--- src/rtl/spi_flash_reader.sv ---
// spi_flash_reader: picorv32 native-bus responder that serves 32-bit reads from SPI flash,
// holding chip select low across sequential words so instruction fetches skip the command phase.
module spi_flash_reader #(
   parameter int          SCK_DIV    = 2,
   parameter int          CSH_CYCLES = 4,
   parameter logic [7:0]  READ_CMD   = 8'h03,
   parameter logic [23:0] ADDR_MASK  = 24'hFF_FFFF
) (
   input  logic        clk,
   input  logic        reset,
   input  logic        sel,
   input  logic [31:0] mem_addr,
   input  logic [3:0]  mem_wstrb,
   output logic        mem_ready,
   output logic [31:0] mem_rdata,
   output logic        spi_csn,
   output logic        spi_sck,
   output logic        spi_mosi,
   input  logic        spi_miso,
   output logic        streaming
);
   localparam logic [2:0] S_IDLE = 3'd0, S_CSH = 3'd1, S_SHIFT = 3'd2, S_DONE = 3'd3, S_STREAM = 3'd4;
   logic [2:0]  state_q, state_d;
   logic [31:0] csh_cnt_q, csh_cnt_d, div_cnt_q, div_cnt_d;
   logic [6:0]  bit_cnt_q, bit_cnt_d;
   logic [31:0] sh_out_q, sh_out_d, sh_in_q, sh_in_d, rdata_q, rdata_d;
   logic [23:0] next_addr_q, next_addr_d, addr;
   logic        csn_q, csn_d, sck_q, sck_d, mosi_q, mosi_d, ready_q, ready_d, abort_q, abort_d;
   logic        rd, wr, idle_ok, seq;
   logic        unused_hi;
   assign unused_hi = ^mem_addr[31:24];
   always_comb begin
      addr        = mem_addr[23:0] & ADDR_MASK & 24'hFF_FFFC;
      rd          = sel && !ready_q && mem_wstrb == 4'd0;
      wr          = sel && !ready_q && mem_wstrb != 4'd0;
      idle_ok     = state_q == S_IDLE || state_q == S_STREAM || (state_q == S_CSH && csh_cnt_q >= CSH_CYCLES);
      seq         = state_q == S_STREAM && addr == next_addr_q;
      state_d     = state_q;
      csh_cnt_d   = csh_cnt_q;
      div_cnt_d   = div_cnt_q;
      bit_cnt_d   = bit_cnt_q;
      sh_out_d    = sh_out_q;
      sh_in_d     = sh_in_q;
      rdata_d     = rdata_q;
      next_addr_d = next_addr_q;
      csn_d       = csn_q;
      sck_d       = sck_q;
      mosi_d      = mosi_q;
      abort_d     = abort_q;
      ready_d     = 1'b0;
      if (idle_ok && wr)
         ready_d = 1'b1;
      else if (idle_ok && rd && (state_q != S_STREAM || seq)) begin
         state_d     = S_SHIFT;
         csn_d       = 1'b0;
         div_cnt_d   = 32'd0;
         abort_d     = 1'b0;
         bit_cnt_d   = seq ? 7'd32 : 7'd0;
         sh_out_d    = seq ? 32'd0 : {READ_CMD, addr};
         mosi_d      = seq ? 1'b0 : READ_CMD[7];
         next_addr_d = (addr + 24'd4) & ADDR_MASK;
      end else if (rd && state_q == S_STREAM) begin
         state_d   = S_CSH;
         csn_d     = 1'b1;
         csh_cnt_d = 32'd1;
      end else if (state_q == S_CSH) begin
         state_d   = idle_ok ? S_IDLE : S_CSH;
         csh_cnt_d = idle_ok ? csh_cnt_q : csh_cnt_q + 32'd1;
      end
      // miso is captured on the edge that raises sck; mosi only moves on the falling edge
      if (state_q == S_SHIFT) begin
         abort_d   = abort_q | !sel;
         div_cnt_d = div_cnt_q + 32'd1;
         if (div_cnt_q == SCK_DIV - 1) begin
            sck_d   = 1'b1;
            sh_in_d = {sh_in_q[30:0], spi_miso};
         end
         if (div_cnt_q == 2 * SCK_DIV - 1) begin
            div_cnt_d = 32'd0;
            sck_d     = 1'b0;
            mosi_d    = sh_out_q[30];
            sh_out_d  = {sh_out_q[30:0], 1'b0};
            bit_cnt_d = bit_cnt_q + 7'd1;
            state_d   = bit_cnt_q == 7'd63 ? S_DONE : S_SHIFT;
         end
      end
      if (state_q == S_DONE) begin
         state_d = S_STREAM;
         if (sel && !abort_q) begin
            ready_d = 1'b1;
            rdata_d = {sh_in_q[7:0], sh_in_q[15:8], sh_in_q[23:16], sh_in_q[31:24]};
         end
      end
   end
   always_ff @(posedge clk) begin
      if (reset) begin
         state_q     <= S_IDLE;
         csh_cnt_q   <= CSH_CYCLES;
         div_cnt_q   <= 32'd0;
         bit_cnt_q   <= 7'd0;
         sh_out_q    <= 32'd0;
         sh_in_q     <= 32'd0;
         rdata_q     <= 32'd0;
         next_addr_q <= 24'd0;
         csn_q       <= 1'b1;
         sck_q       <= 1'b0;
         mosi_q      <= 1'b0;
         ready_q     <= 1'b0;
         abort_q     <= 1'b0;
      end else begin
         state_q     <= state_d;
         csh_cnt_q   <= csh_cnt_d;
         div_cnt_q   <= div_cnt_d;
         bit_cnt_q   <= bit_cnt_d;
         sh_out_q    <= sh_out_d;
         sh_in_q     <= sh_in_d;
         rdata_q     <= rdata_d;
         next_addr_q <= next_addr_d;
         csn_q       <= csn_d;
         sck_q       <= sck_d;
         mosi_q      <= mosi_d;
         ready_q     <= ready_d;
         abort_q     <= abort_d;
      end
   end
   assign mem_ready = ready_q;
   assign mem_rdata = rdata_q;
   assign spi_csn   = csn_q;
   assign spi_sck   = sck_q;
   assign spi_mosi  = mosi_q;
   assign streaming = state_q == S_STREAM;
endmodule

--- config.mk ---
export PLATFORM = sky130hd
export DESIGN_NAME = spi_flash_reader
export DESIGN_NICKNAME = d
export VERILOG_FILES = /design/src/rtl/spi_flash_reader.sv
export SDC_FILE = /design/constraint.sdc
export NUM_CORES = 1
export LEC_CHECK = 0
export CORE_ASPECT_RATIO = 0.75
export CORE_MARGIN = 4
export CORE_UTILIZATION = 45
export CTS_BUF_LIST = sky130_fd_sc_hd__clkbuf_8
export CTS_CLUSTER_SIZE = 8
export DETAILED_ROUTE_END_ITERATION = 10
export MAX_ROUTING_LAYER = met4
export PLACE_DENSITY_LB_ADDON = 0.15
export SLEW_MARGIN = 20
export SYNTH_ARGS = -nofsm -noshare
export SYNTH_HDL_FRONTEND = slang
export SYNTH_SLANG_ARGS = --single-unit
--- constraint.sdc ---
create_clock -name clk -period 2.9 [get_ports clk]
set_input_delay 0.58 -clock clk [delete_from_list [all_inputs] [get_ports clk]]
set_output_delay 0.58 -clock clk [all_outputs]
set_load 0.05 [all_outputs]
# After elaboration in Yosys (flattened, before gate mapping)
# Index checks and enable logic that the tools add are counted.
totals:
  reg_bits: 199
  output_inout_bits: 37
  inputBits: 40
classes:
  bitwise: 3
  muxes: 40
  order_cmp: 1
  n_eq_ne: 11
  reduce_logical: 31
  addsub: 4
op_table:
  columns: ["operator", "n"]
  rows:
  - ["32-bit 2-to-1 mux", 11]
  - ["32-bit by 1-bit adder with 32-bit output (second input constant)", 2]
  - ["32-bit by 1-bit == test with 1-bit output (second input constant)", 1]
  - ["32-bit by 2-bit == test with 1-bit output (second input constant)", 1]
  - ["32-bit by 3-bit greater-or-equal comparator with 1-bit output (second input constant)", 1]
  - ["7-bit 2-to-1 mux", 4]
  - ["26-bit 2-to-1 mux", 1]
  - ["24-bit by 3-bit adder with 24-bit output (second input constant)", 1]
  - ["24-bit == test", 1]
  - ["3-bit 2-to-1 mux", 7]
  - ["1-bit 2-to-1 mux", 16]
  - ["2-bit AND reduction", 6]
  - ["1-bit logical AND", 10]
  - ["2-bit nonzero test", 4]
  - ["7-bit by 1-bit adder with 7-bit output (second input constant)", 1]
  - ["7-bit by 6-bit == test with 1-bit output (second input constant)", 1]
  - ["3-bit by 2-bit == test with 1-bit output (second input constant)", 2]
  - ["6-bit 2-to-1 mux", 1]
  - ["4-bit zero test", 1]
  - ["2-bit by 1-bit inequality test with 1-bit output (second input constant)", 2]
  - ["4-bit AND reduction", 1]
  - ["4-bit nonzero test", 1]
  - ["3-bit by 1-bit == test with 1-bit output (second input constant)", 1]
  - ["3-bit == test (second input constant)", 1]
  - ["7 further kinds", 12]

# Depth between registers and ports, before layout
# Gate-level depths: netlist (run 1).
logic_depth:
  ltp_word: 11
  depth_mapped: 9
  depth_no_buf: 7

# Worst setup path after synthesis (run 1)
# No wires, ideal clock.
synth_path:
  path_type: "input-to-reg"
  from: "input mem_wstrb[1]"
  to: "register div_cnt_q[18]"
  arrival_ps: 2371
  stages: 8
  setup_time_ps: 133
  slack_ps: 396
  required_time_ps: 2767
  path_buffers: 3
  path_cell_list: "or4_4 or2_0 buf_2 a311o_4 o21ai_1 buf_2 buf_4 a311oi_1"
synth_via:
  elab_chain_len: 6
  elab_cells_between_ends: 10
synth_rtl:
  columns: ["element", "line_no", "text"]
  rows:
  - ["start, declared", "13", "input logic [3:0] mem_wstrb,"]
  - ["4-bit zero test", "34", "rd = sel && !ready_q && mem_wstrb == 4'd0;"]
  - ["1-bit logical AND", "34", null]
  - ["1-bit logical AND (2 in a row)", "53", "else if (idle_ok && rd && (state_q != S_STREAM || seq)) begin"]
  - ["2-bit nonzero test (no line)", null, null]
  - ["2-bit AND reduction (no line) *", null, null]
  - ["end signal, assigned", "113", "div_cnt_q <= div_cnt_d;"]
  - ["end, declared", "24", "logic [31:0] csh_cnt_q, csh_cnt_d, div_cnt_q, div_cnt_d;"]
# Mark *: on every way between the ends. The rest lies on a longest branch, timed or not.
# A chain may end at the register's enable or synchronous reset.

# Worst setup path after layout (run 1)
layout_path:
  from: "register state_q[2]"
  to: "output streaming"
layout_via:
  elab_chain_len: 1
layout_rtl:
  columns: ["element", "line_no", "text"]
  rows:
  - ["start, declared", "23", "logic [2:0] state_q, state_d;"]
  - ["start signal, assigned", "111", "state_q <= state_d;"]
  - ["3-bit == test", "131", "assign streaming = state_q == S_STREAM;"]
  - ["end, declared", "20", "output logic streaming"]
# No other way between the ends.

==> results.sh, run 1 <==
export IMPL_status="finished, final reports clean"
export IMPL_vias=7629
export IMPL_r2r_end="bit_cnt_q[4]"
export IMPL_drt_wirelength_per_cell_um=15.5
export IMPL_syn_nets=1098
export IMPL_worst_slack_ns=0.129
export IMPL_ys_warn_count=0
export IMPL_cp_required_ns=2.32
export IMPL_synth_seq_cells=196
export IMPL_fin_crit_sh_pct=95.5
export IMPL_synthFlopType="dfxtp_1"
export IMPL_hold_buffers=0
export IMPL_pre_cts_ws_ns=-0.116
export IMPL_grt_antenna_before_repair=1
export IMPL_period_minus_slack_ns=2.77
export IMPL_p_leak_nw=3.45
export IMPL_powerDensity_mw_per_mm2=465
export IMPL_cp_arrival_ns=2.19
export IMPL_clock_skew_ns=0.0246
export IMPL_crit_path_top_delay_cell="dlygate4sd2_1"
export IMPL_syn_area_sq_mm=0.00876
export IMPL_finalSetupTns_ns=0
export IMPL_drc=0
export IMPL_die_w_um=169
export IMPL_clk_pin_slew_ns=0.11
export IMPL_worstHoldEndpoint="csh_cnt_q[1]"
export IMPL_gr_usage_all_layers_pct=20.1
export IMPL_cts_tree="done"
export IMPL_start_util_pct=46.7
export IMPL_final_nets=1159
export IMPL_via_per_inst=5.55
export IMPL_fillers=1768
export IMPL_cts_max_path_buffers=2
export IMPL_worst_slew_pin_slew_ns=0.648
export IMPL_start_kind="register"
export IMPL_grt_pass1_vias=6842
export IMPL_dp_hpwl_um=14000
export IMPL_grt_pass1_wl_um=35400
export IMPL_async_flop_share_pct=0
export IMPL_crit_path_max_incr_delay_ns=0.53
export IMPL_worst_path_buf_inv=3
export IMPL_routed_wl_um=21300
export IMPL_antenna_left=0
export IMPL_io_pins=77
export IMPL_path_class="reg -> out"
export IMPL_min_path_type="in -> reg"
export IMPL_hold_path_depth=2
export IMPL_coreArea_sq_mm=0.0188
export IMPL_rr_startpoint="div_cnt_q[16]"
export IMPL_slew_headroom_pct=56.8
export IMPL_report_final_slew_viol_count=0
export IMPL_crit_top_cell="inv_1"
export IMPL_worstSetupEndpointType="output pin"
export IMPL_die_area_sq_mm=0.0218
export IMPL_drtIter0Drc=647
export IMPL_cp_max_fo=7
export IMPL_seq_area_frac_synth_pct=44.8
export IMPL_reg2reg_depth=6
export IMPL_htree_levels=4
export IMPL_fmax_ghz=0.361
export IMPL_critical_path_top_delay_family="buffers and inverters"
export IMPL_rrSetupSlack_ns=0.40
export IMPL_synthCells=1052
export IMPL_hold_start="reset"
export IMPL_ir_drop_v=0.000284
export IMPL_firstDrtPassIters=5
export IMPL_area_growth_pct=18.7
export IMPL_synth_edf_count=0
export IMPL_clk_latency_ns=0.49
export IMPL_startpoint="state_q[2]"
export IMPL_ys_types=52
export IMPL_drv_cap=0
export IMPL_syn_mean_instance_area_sq_um=8.33
export IMPL_mostFrequentLayoutCell="dfxtp_1"
export IMPL_rows=43
export IMPL_cts_root_buf="clkbuf_8"
export IMPL_die_h_um=129
export IMPL_mostFrequentLayoutCells="dfxtp_1, nand2_1, nor2_1, a21oi_1, clkdlybuf4s50_1"
export IMPL_cts_sinks=196
export IMPL_drive_gt1_share_pct=8.88
export IMPL_grt_max_degree=79
export IMPL_finalSetupViolCount=0
export IMPL_globalplace_congestion=0.808
export IMPL_finalHoldViolCount=0
export IMPL_grt_overflow_total=0
export IMPL_port_buffer_count=66
export IMPL_rsz0062_at_grt="false"
export IMPL_path_cells="inv_1 -> or3_1 -> inv_1 -> dlygate4sd2_1"
export IMPL_cts_made_buffers=17
## metal layers
layer	wire [um]	global-route usage, %	vias up	share of wire [%]
met3	882	3.41	12	4.1
met1	11600	31.1	3575	54
li1	-	-	3902	-
met4	129	4.97	0	0.60
met2	8730	26.7	140	41
met5	0	-	-	0
## worst max path at each step
stage,endpoint,slack [ns],cells after the start
2_1_floorplan,div_cnt_q[18],0.40,8
3_3_place_gp,div_cnt_q[12],-0.05,7
3_5_place_dp,csh_cnt_q[17],-0.12,8
4_1_cts,streaming,0.09,4
5_1_grt,streaming,0.006,4
6_report,streaming,0.13,4
## timing repair
action / 4_1_cts / 5_1_grt
gates resized for setup: 1 / 0
endpoints found under the setup margin: 1 / 0
buffers inserted: 0 / 0
## flip-flops by register name, indices dropped and copies added (netlist names)
name / flops
spi_sck: 1
mem_rdata: 32
sh_out_q: 31
spi_mosi: 1
csh_cnt_q: 32
mem_ready: 1
abort_q: 1
state_q: 3
next_addr_q: 22
bit_cnt_q: 7
div_cnt_q: 32
sh_in_q: 32
spi_csn: 1
## layout make-up
| class | count | area [sq um] | area share, % |
|---|---|---|---|
| tap | 247 | 309 | 2.97 |
| antenna | 1 | 2.50 | 0.0241 |
| sequential | 196 | 3920 | 37.7 |
| timing repair buffer | 117 | 1150 | 11.1 |
| multi-input combinational | 762 | 4500 | 43.2 |
| clock buffer | 17 | 234 | 2.25 |
| clock inverter | 15 | 211 | 2.03 |
| inverter | 19 | 71.3 | 0.686 |
## logic make-up after synthesis
family | after synthesis | synth area share (%)
buffers and inverters | 94 | 4.31
XOR/XNOR | 43 | 4.30
AND/OR/NAND/NOR | 404 | 22.6
AO/OA/AOI/OAI | 277 | 19.4
multiplexers | 32 | 3.66
flip-flops | 196 | 44.8
adder cells (fa/ha/maj) | 6 | 0.857
## through the flow
step                      util, %  total power [W]  hold WS (ns)  instances  area (sq um)
after floorplan                 -          0.00289         0.427       1052          8760
after global placement       53.0          0.00301         0.433       1341          9960
after detailed placement     53.0          0.00301         0.436       1341          9960
after CTS                    55.4          0.00488         0.338       1373         10400
after global routing         55.4          0.00502         0.359       1374         10400
final                        55.4          0.00484         0.367       1374         10400
## synthesized netlist by cell type (2+ instances only)
library cell  count  area (sq um)
a2111oi_0         2          17.5
a211oi_1         34           255
a21o_1            5          37.5
a21oi_1         106           531
a311oi_1         23           201
a31oi_1          12          75.1
a41oi_1           6          52.6
and2_1           24           150
and3_1           13          81.3
and4_1           10          87.6
buf_2            11          55.1
clkbuf_1         61           229
dfxtp_1         196          3920
ha_1              6          75.1
inv_1            19          71.3
mux2i_1          32           320
nand2_1         115           432
nand2b_1          3          18.8
nand3_1          37           185
nand4_1          21           131
nor2_1          109           409
nor3_1           23           115
nor3b_1           4          30.0
nor4_1           21           131
nor4_2            3          37.5
nor4b_1           2          17.5
o211ai_1         10          75.1
o21a_1            7          52.6
o21ai_0          61           305
o21bai_1          3          22.5
o31ai_1           3          22.5
or2_2             2          12.5
or3_1             5          31.3
or4_1             4          30.0
xnor2_1          28           245
xor2_1           15           131
## worst reg2reg max path, stage by stage, from the launching register on
cell	delay (ns)
dfxtp_1	0.37
nor4_1	0.35
nand4_1	0.33
or4_1	0.66
buf_4	0.28
o21a_1	0.22
a211oi_1	0.21
## power breakdown
group          internal [W]  leakage, nW  switching [W]
Clock              0.000695        0.215        0.00120
Sequential          0.00270         1.58     0.00000635
Combinational      0.000104         1.66       0.000135
Power figures use the tool's default switching activity.
==> run 2, diff against run 1 <==
--- a/config.mk
+++ b/config.mk
@@ -11,9 +11,8 @@
 export CTS_BUF_LIST = sky130_fd_sc_hd__clkbuf_8
 export CTS_CLUSTER_SIZE = 8
 export DETAILED_ROUTE_END_ITERATION = 10
-export MAX_ROUTING_LAYER = met4
-export PLACE_DENSITY_LB_ADDON = 0.15
 export SLEW_MARGIN = 20
 export SYNTH_ARGS = -nofsm -noshare
 export SYNTH_HDL_FRONTEND = slang
 export SYNTH_SLANG_ARGS = --single-unit
+export TNS_END_PERCENT = 100
==> run 2 against run 1 <==
Largest cell class unchanged. Combinational power is essentially flat. Sequential power hardly changed. Critical path depth unchanged. Via count down 0.75%. Count of clock-buffer cells in the layout unchanged. Sequential share of layout area grew 0.19 points. Setup slack gained 0.031 ns. Die area unchanged. Clock power fell by 5%. Maximum frequency grew 1.1%. Non-clock buffer count grew 1. Highest routed layer unchanged. Cell count did not move.
==> results.sh, run 2 (synthesized netlist as in run 1, its figures left out) <==
export IMPL_status="finished, final reports clean"
export IMPL_num_antenna_cells=0
export IMPL_switching_share_pct=26.9
export IMPL_rrSetupSlack_ns=0.41
export IMPL_power_w=0.00474
export IMPL_r2r_end="bit_cnt_q[4]"
export IMPL_min_path_type="reg -> reg"
export IMPL_final_nets=1160
export IMPL_critical_path_top_delay_family="buffers and inverters"
export IMPL_worstHoldEndpoint="spi_csn"
export IMPL_worstSetupEndpointType="output pin"
export IMPL_hold_path_depth=2
export IMPL_gr_usage_all_layers_pct=20.2
export IMPL_start_util_pct=46.7
export IMPL_finalHoldViolCount=0
export IMPL_cp_arrival_ns=2.16
export IMPL_worst_slew_pin_slew_ns=0.624
export IMPL_rsz0062_at_grt="false"
export IMPL_powerDensity_mw_per_mm2=458
export IMPL_slew_headroom_pct=58.4
export IMPL_die_w_um=169
export IMPL_use_met3_pct=3.72
export IMPL_worst_slack_ns=0.160
export IMPL_grt_overflow_total=0
export IMPL_grt_pass1_vias=6898
export IMPL_rows=43
export IMPL_mostFrequentLayoutCells="dfxtp_1, nand2_1, nor2_1, a21oi_1, clkdlybuf4s50_1"
export IMPL_globalplace_congestion=0.800
export IMPL_rr_startpoint="div_cnt_q[23]"
export IMPL_antenna_left=0
export IMPL_worst_path_buf_inv=3
export IMPL_cp_max_fo=7
export IMPL_die_h_um=129
export IMPL_cp_required_ns=2.32
export IMPL_cts_root_buf="clkbuf_8"
export IMPL_grtUsageMet1_pct=32.4
export IMPL_fin_crit_sh_pct=94.5
export IMPL_hold_start="spi_csn"
export IMPL_cts_tree="done"
export IMPL_path_class="reg -> out"
export IMPL_crit_path_max_incr_delay_ns=0.52
export IMPL_p_comb_share_pct=5.0
export IMPL_place_inst=1342
export IMPL_path_cells="inv_1 -> or3_1 -> inv_1 -> dlygate4sd2_1"
export IMPL_crit_top_cell="inv_1"
export IMPL_grt_busiest_layer="met1"
export IMPL_finalSetupViolCount=0
export IMPL_drc=0
export IMPL_coreArea_sq_mm=0.0188
export IMPL_dp_hpwl_um=14200
export IMPL_final_cells=1374
export IMPL_intPower_w=0.00346
export IMPL_report_final_slew_viol_count=0
export IMPL_pre_cts_ws_ns=-0.103
export IMPL_area_growth_pct=18.1
export IMPL_grt_max_degree=47
export IMPL_vias=7572
export IMPL_start_kind="register"
export IMPL_p_leak_nw=3.43
export IMPL_clock_skew_ns=0.0225
export IMPL_mostFrequentLayoutCell="dfxtp_1"
export IMPL_hold_buffers=0
export IMPL_power_switching_w=0.00127
export IMPL_die_area_sq_mm=0.0218
export IMPL_drive_gt1_share_pct=8.96
export IMPL_use_met2_pct=27.7
export IMPL_via_per_inst=5.51
export IMPL_port_buffer_count=66
export IMPL_cts_sinks=196
export IMPL_cts_max_path_buffers=2
export IMPL_p_seq_share_pct=57.1
export IMPL_ir_drop_v=0.000236
export IMPL_crit_path_top_delay_cell="dlygate4sd2_1"
export IMPL_firstDrtPassIters=5
export IMPL_grt_pass1_wl_um=36400
export IMPL_routed_wl_um=21700
export IMPL_htree_levels=4
export IMPL_clk_pin_slew_ns=0.11
export IMPL_fmax_ghz=0.365
export IMPL_power_share_clock_pct=37.9
export IMPL_drtIter0Drc=594
export IMPL_period_minus_slack_ns=2.74
export IMPL_drv_cap=0
export IMPL_cts_made_buffers=17
export IMPL_grt_antenna_before_repair=0
export IMPL_reg2reg_depth=6
export IMPL_io_pins=77
export IMPL_clk_latency_ns=0.48
export IMPL_finalSetupTns_ns=0
export IMPL_drt_wirelength_per_cell_um=15.8
-- run 2: cell count changes in the layout (fill, tap and decap cells not counted), sizes merged --
| cell | delta |
|---|---|
| diode | -1 |
| buf | +1 |
| clkinv | -1 |
| clkinvlp | +1 |
-- run 2: how the worst max path moves through the flow --
stage	depth (start not counted)	end	slack [ns]	from
after global routing	4	streaming	0.02	state_q[2]
after floorplan	8	div_cnt_q[18]	0.40	mem_wstrb[1]
after global placement	8	csh_cnt_q[13]	-0.08	mem_wstrb[1]
final	4	streaming	0.16	state_q[2]
after detailed placement	8	csh_cnt_q[13]	-0.10	mem_wstrb[1]
after CTS	4	streaming	0.12	state_q[2]
-- run 2: per-layer routing --
metal / wire length (um) / up-vias
met5: 0 / -
met4: 194 / 0
met3: 835 / 14
met2: 8860 / 125
met1: 11800 / 3529
li1: - / 3904
-- run 2: power by group through the flow --
stage / logic (W) / registers, W / clock network (W)
6_report: 0.000236 / 0.00271 / 0.00180
5_1_grt: 0.000257 / 0.00271 / 0.00197
4_1_cts: 0.000238 / 0.00271 / 0.00185
3_5_place_dp: 0.000236 / 0.00277 / 0
3_3_place_gp: 0.000237 / 0.00277 / 0
2_1_floorplan: 0.000119 / 0.00277 / 0
-- run 2: cell type report --
cell class                      count  area (sq um)
Clock buffer                       17           234
Fill cell                        1764          8430
Clock inverter                     15           179
Inverter                           19          71.3
Timing Repair Buffer              118          1130
Tap cell                          247           309
Sequential cell                   196          3920
Multi-Input combinational cell    762          4500
-- run 2: what timing repair did --
item                                    CTS  global route
setup buffers                             0             0
endpoints found under the setup margin    1             0
resized for setup                         1             0
-- run 2: tightest hold or removal path, stage by stage (launching register included) --
cell and delay [ns]:
dfxtp_1 0.33, nand2_1 0.05, nand2_1 0.04
-- run 2: through the flow --
stage	hold WS, ns	area, sq um	utilization (%)
2_1_floorplan	0.427	8760	-
4_1_cts	0.458	10400	55.1
5_1_grt	0.476	10400	55.1
3_3_place_gp	0.431	9940	52.9
3_5_place_dp	0.440	9940	52.9
6_report	0.455	10400	55.1
==> run 3, diff against run 2 <==
--- a/config.mk
+++ b/config.mk
@@ -5,12 +5,16 @@
 export SDC_FILE = /design/constraint.sdc
 export NUM_CORES = 1
 export LEC_CHECK = 0
+export CELL_PAD_IN_SITES_DETAIL_PLACEMENT = 0
+export CELL_PAD_IN_SITES_GLOBAL_PLACEMENT = 1
 export CORE_ASPECT_RATIO = 0.75
 export CORE_MARGIN = 4
 export CORE_UTILIZATION = 45
 export CTS_BUF_LIST = sky130_fd_sc_hd__clkbuf_8
 export CTS_CLUSTER_SIZE = 8
 export DETAILED_ROUTE_END_ITERATION = 10
+export DONT_BUFFER_PORTS = 1
+export PLACE_DENSITY_LB_ADDON = 0.1
 export SLEW_MARGIN = 20
 export SYNTH_ARGS = -nofsm -noshare
 export SYNTH_HDL_FRONTEND = slang
==> run 3 against run 2 <==
Register-to-register slack worse by 0.07 ns. Critical endpoint is now bit_cnt_q[4]. Sequential share of layout area up 3.3 points. Critical path type is now reg -> reg. Final area down 8.1%. Largest power group unchanged.
==> results.sh, run 3 (synthesized netlist as in run 1, its figures left out) <==
export IMPL_fin_util_pct=50.7
export IMPL_gr_usage_all_layers_pct=19.6
export IMPL_num_antenna_cells=0
export IMPL_io_pins=77
export IMPL_fmax_ghz=0.391
export IMPL_final_nets=1073
export IMPL_top_layer_used="met4"
export IMPL_grt_pass1_vias=6760
export IMPL_drt_wirelength_per_cell_um=16.6
export IMPL_firstDrtPassIters=5
export IMPL_drtIter0Drc=493
export IMPL_period_minus_slack_ns=2.56
export IMPL_grt_overflow_total=0
export IMPL_worstSetupEndpointType="register"
export IMPL_antenna_left=0
export IMPL_clock_skew_ns=0.0278
export IMPL_dp_hpwl_um=13500
export IMPL_wl_met2_um=8830
export IMPL_drive_gt1_share_pct=7.60
export IMPL_final_cells=1287
export IMPL_grt_antenna_before_repair=0
export IMPL_drv_cap=0
export IMPL_cts_sinks=196
export IMPL_mostFrequentLayoutCell="dfxtp_1"
export IMPL_area_growth_pct=8.60
export IMPL_routed_wl_um=21400
export IMPL_start_kind="register"
export IMPL_p_leak_nw=3.07
export IMPL_die_h_um=129
export IMPL_cts_made_buffers=17
export IMPL_cp_arrival_ns=2.94
export IMPL_finalSetupTns_ns=0
export IMPL_rsz0062_at_grt="false"
export IMPL_die_area_sq_mm=0.0218
export IMPL_ir_drop_v=0.000343
export IMPL_cts_tree="done"
export IMPL_slew_headroom_pct=57.3
export IMPL_cp_required_ns=3.27
export IMPL_clk_latency_ns=0.47
export IMPL_worst_slew_pin_slew_ns=0.641
export IMPL_vias=7254
export IMPL_grt_max_degree=174
export IMPL_m1WireLength_um=11400
export IMPL_min_path_type="in -> reg"
export IMPL_finalHoldViolCount=0
export IMPL_path_class="reg -> reg"
export IMPL_mostFrequentLayoutCells="dfxtp_1, nand2_1, nor2_1, a21oi_1, o21ai_0"
export IMPL_grt_pass1_wl_um=35600
export IMPL_htree_levels=4
export IMPL_cts_max_path_buffers=2
export IMPL_globalplace_congestion=0.764
export IMPL_rows=43
export IMPL_cp_max_fo=27
export IMPL_hold_buffers=0
export IMPL_die_w_um=169
export IMPL_post_cts_buffers=0
export IMPL_cts_resized=0
export IMPL_report_final_slew_viol_count=0
export IMPL_port_buffer_count=0
export IMPL_power_w=0.00467
export IMPL_cts_root_buf="clkbuf_8"
export IMPL_start_util_pct=46.7
export IMPL_place_inst=1255
export IMPL_status="finished, final reports clean"
export IMPL_coreArea_sq_mm=0.0188
export IMPL_clk_pin_slew_ns=0.12
export IMPL_fin_crit_sh_pct=88.3
export IMPL_drc=0
export IMPL_via_per_inst=5.64
export IMPL_powerDensity_mw_per_mm2=491
export IMPL_finalSetupViolCount=0
export IMPL_wl_met3_um=896
## run 3: where the power goes
| group | switching (W) | internal, W | leakage, nW |
|---|---|---|---|
| clock network | 0.00117 | 0.000681 | 0.202 |
| logic | 0.0000619 | 0.0000503 | 1.29 |
| registers | 0.00000758 | 0.00270 | 1.58 |
## run 3: final timing paths
| path | from | to | slack, ns | cells after the start |
|---|---|---|---|---|
| max | div_cnt_q[18] | bit_cnt_q[4] | 0.34 | 6 |
| min | reset | csh_cnt_q[25] | 0.16 | 1 |
| min reg2reg | sh_out_q[26] | sh_out_q[27] | 0.46 | 2 |
| max reg2reg | div_cnt_q[18] | bit_cnt_q[4] | 0.34 | 6 |
## run 3: worst max-delay path, cell delays in order, from the launching register on
cell	delay (ns)
dfxtp_1	0.37
nor4_1	0.42
nand4_1	0.32
or4_1	0.65
buf_4	0.28
o21a_1	0.21
a211oi_1	0.21
## run 3: area by class of cell
class                   instances  area, sq um
fillers                      1853         9260
multi-input cells             762         4500
flip-flops and latches        196         3920
well taps                     247          309
repair buffers                 31          283
clock buffers                  17          234
clock inverters                15          195
inverters                      19         71.3
## run 3: per-layer routing
layer,GRT usage [%],vias up
met3,4.21,11
li1,-,3733
met4,4.73,0
met5,0,-
met2,28.5,124
met1,29.7,3386
## run 3: per-stage QoR
| step | hold WS (ns) | worst slack [ns] | instance area, sq um |
|---|---|---|---|
| 2_1_floorplan | 0.427 | 0.396 | 8760 |
| 4_1_cts | 0.158 | 0.338 | 9520 |
| 3_5_place_dp | 0.450 | 0.299 | 9090 |
| 5_1_grt | 0.135 | 0.198 | 9520 |
| 6_report | 0.162 | 0.339 | 9520 |
| 3_3_place_gp | 0.444 | 0.288 | 9090 |
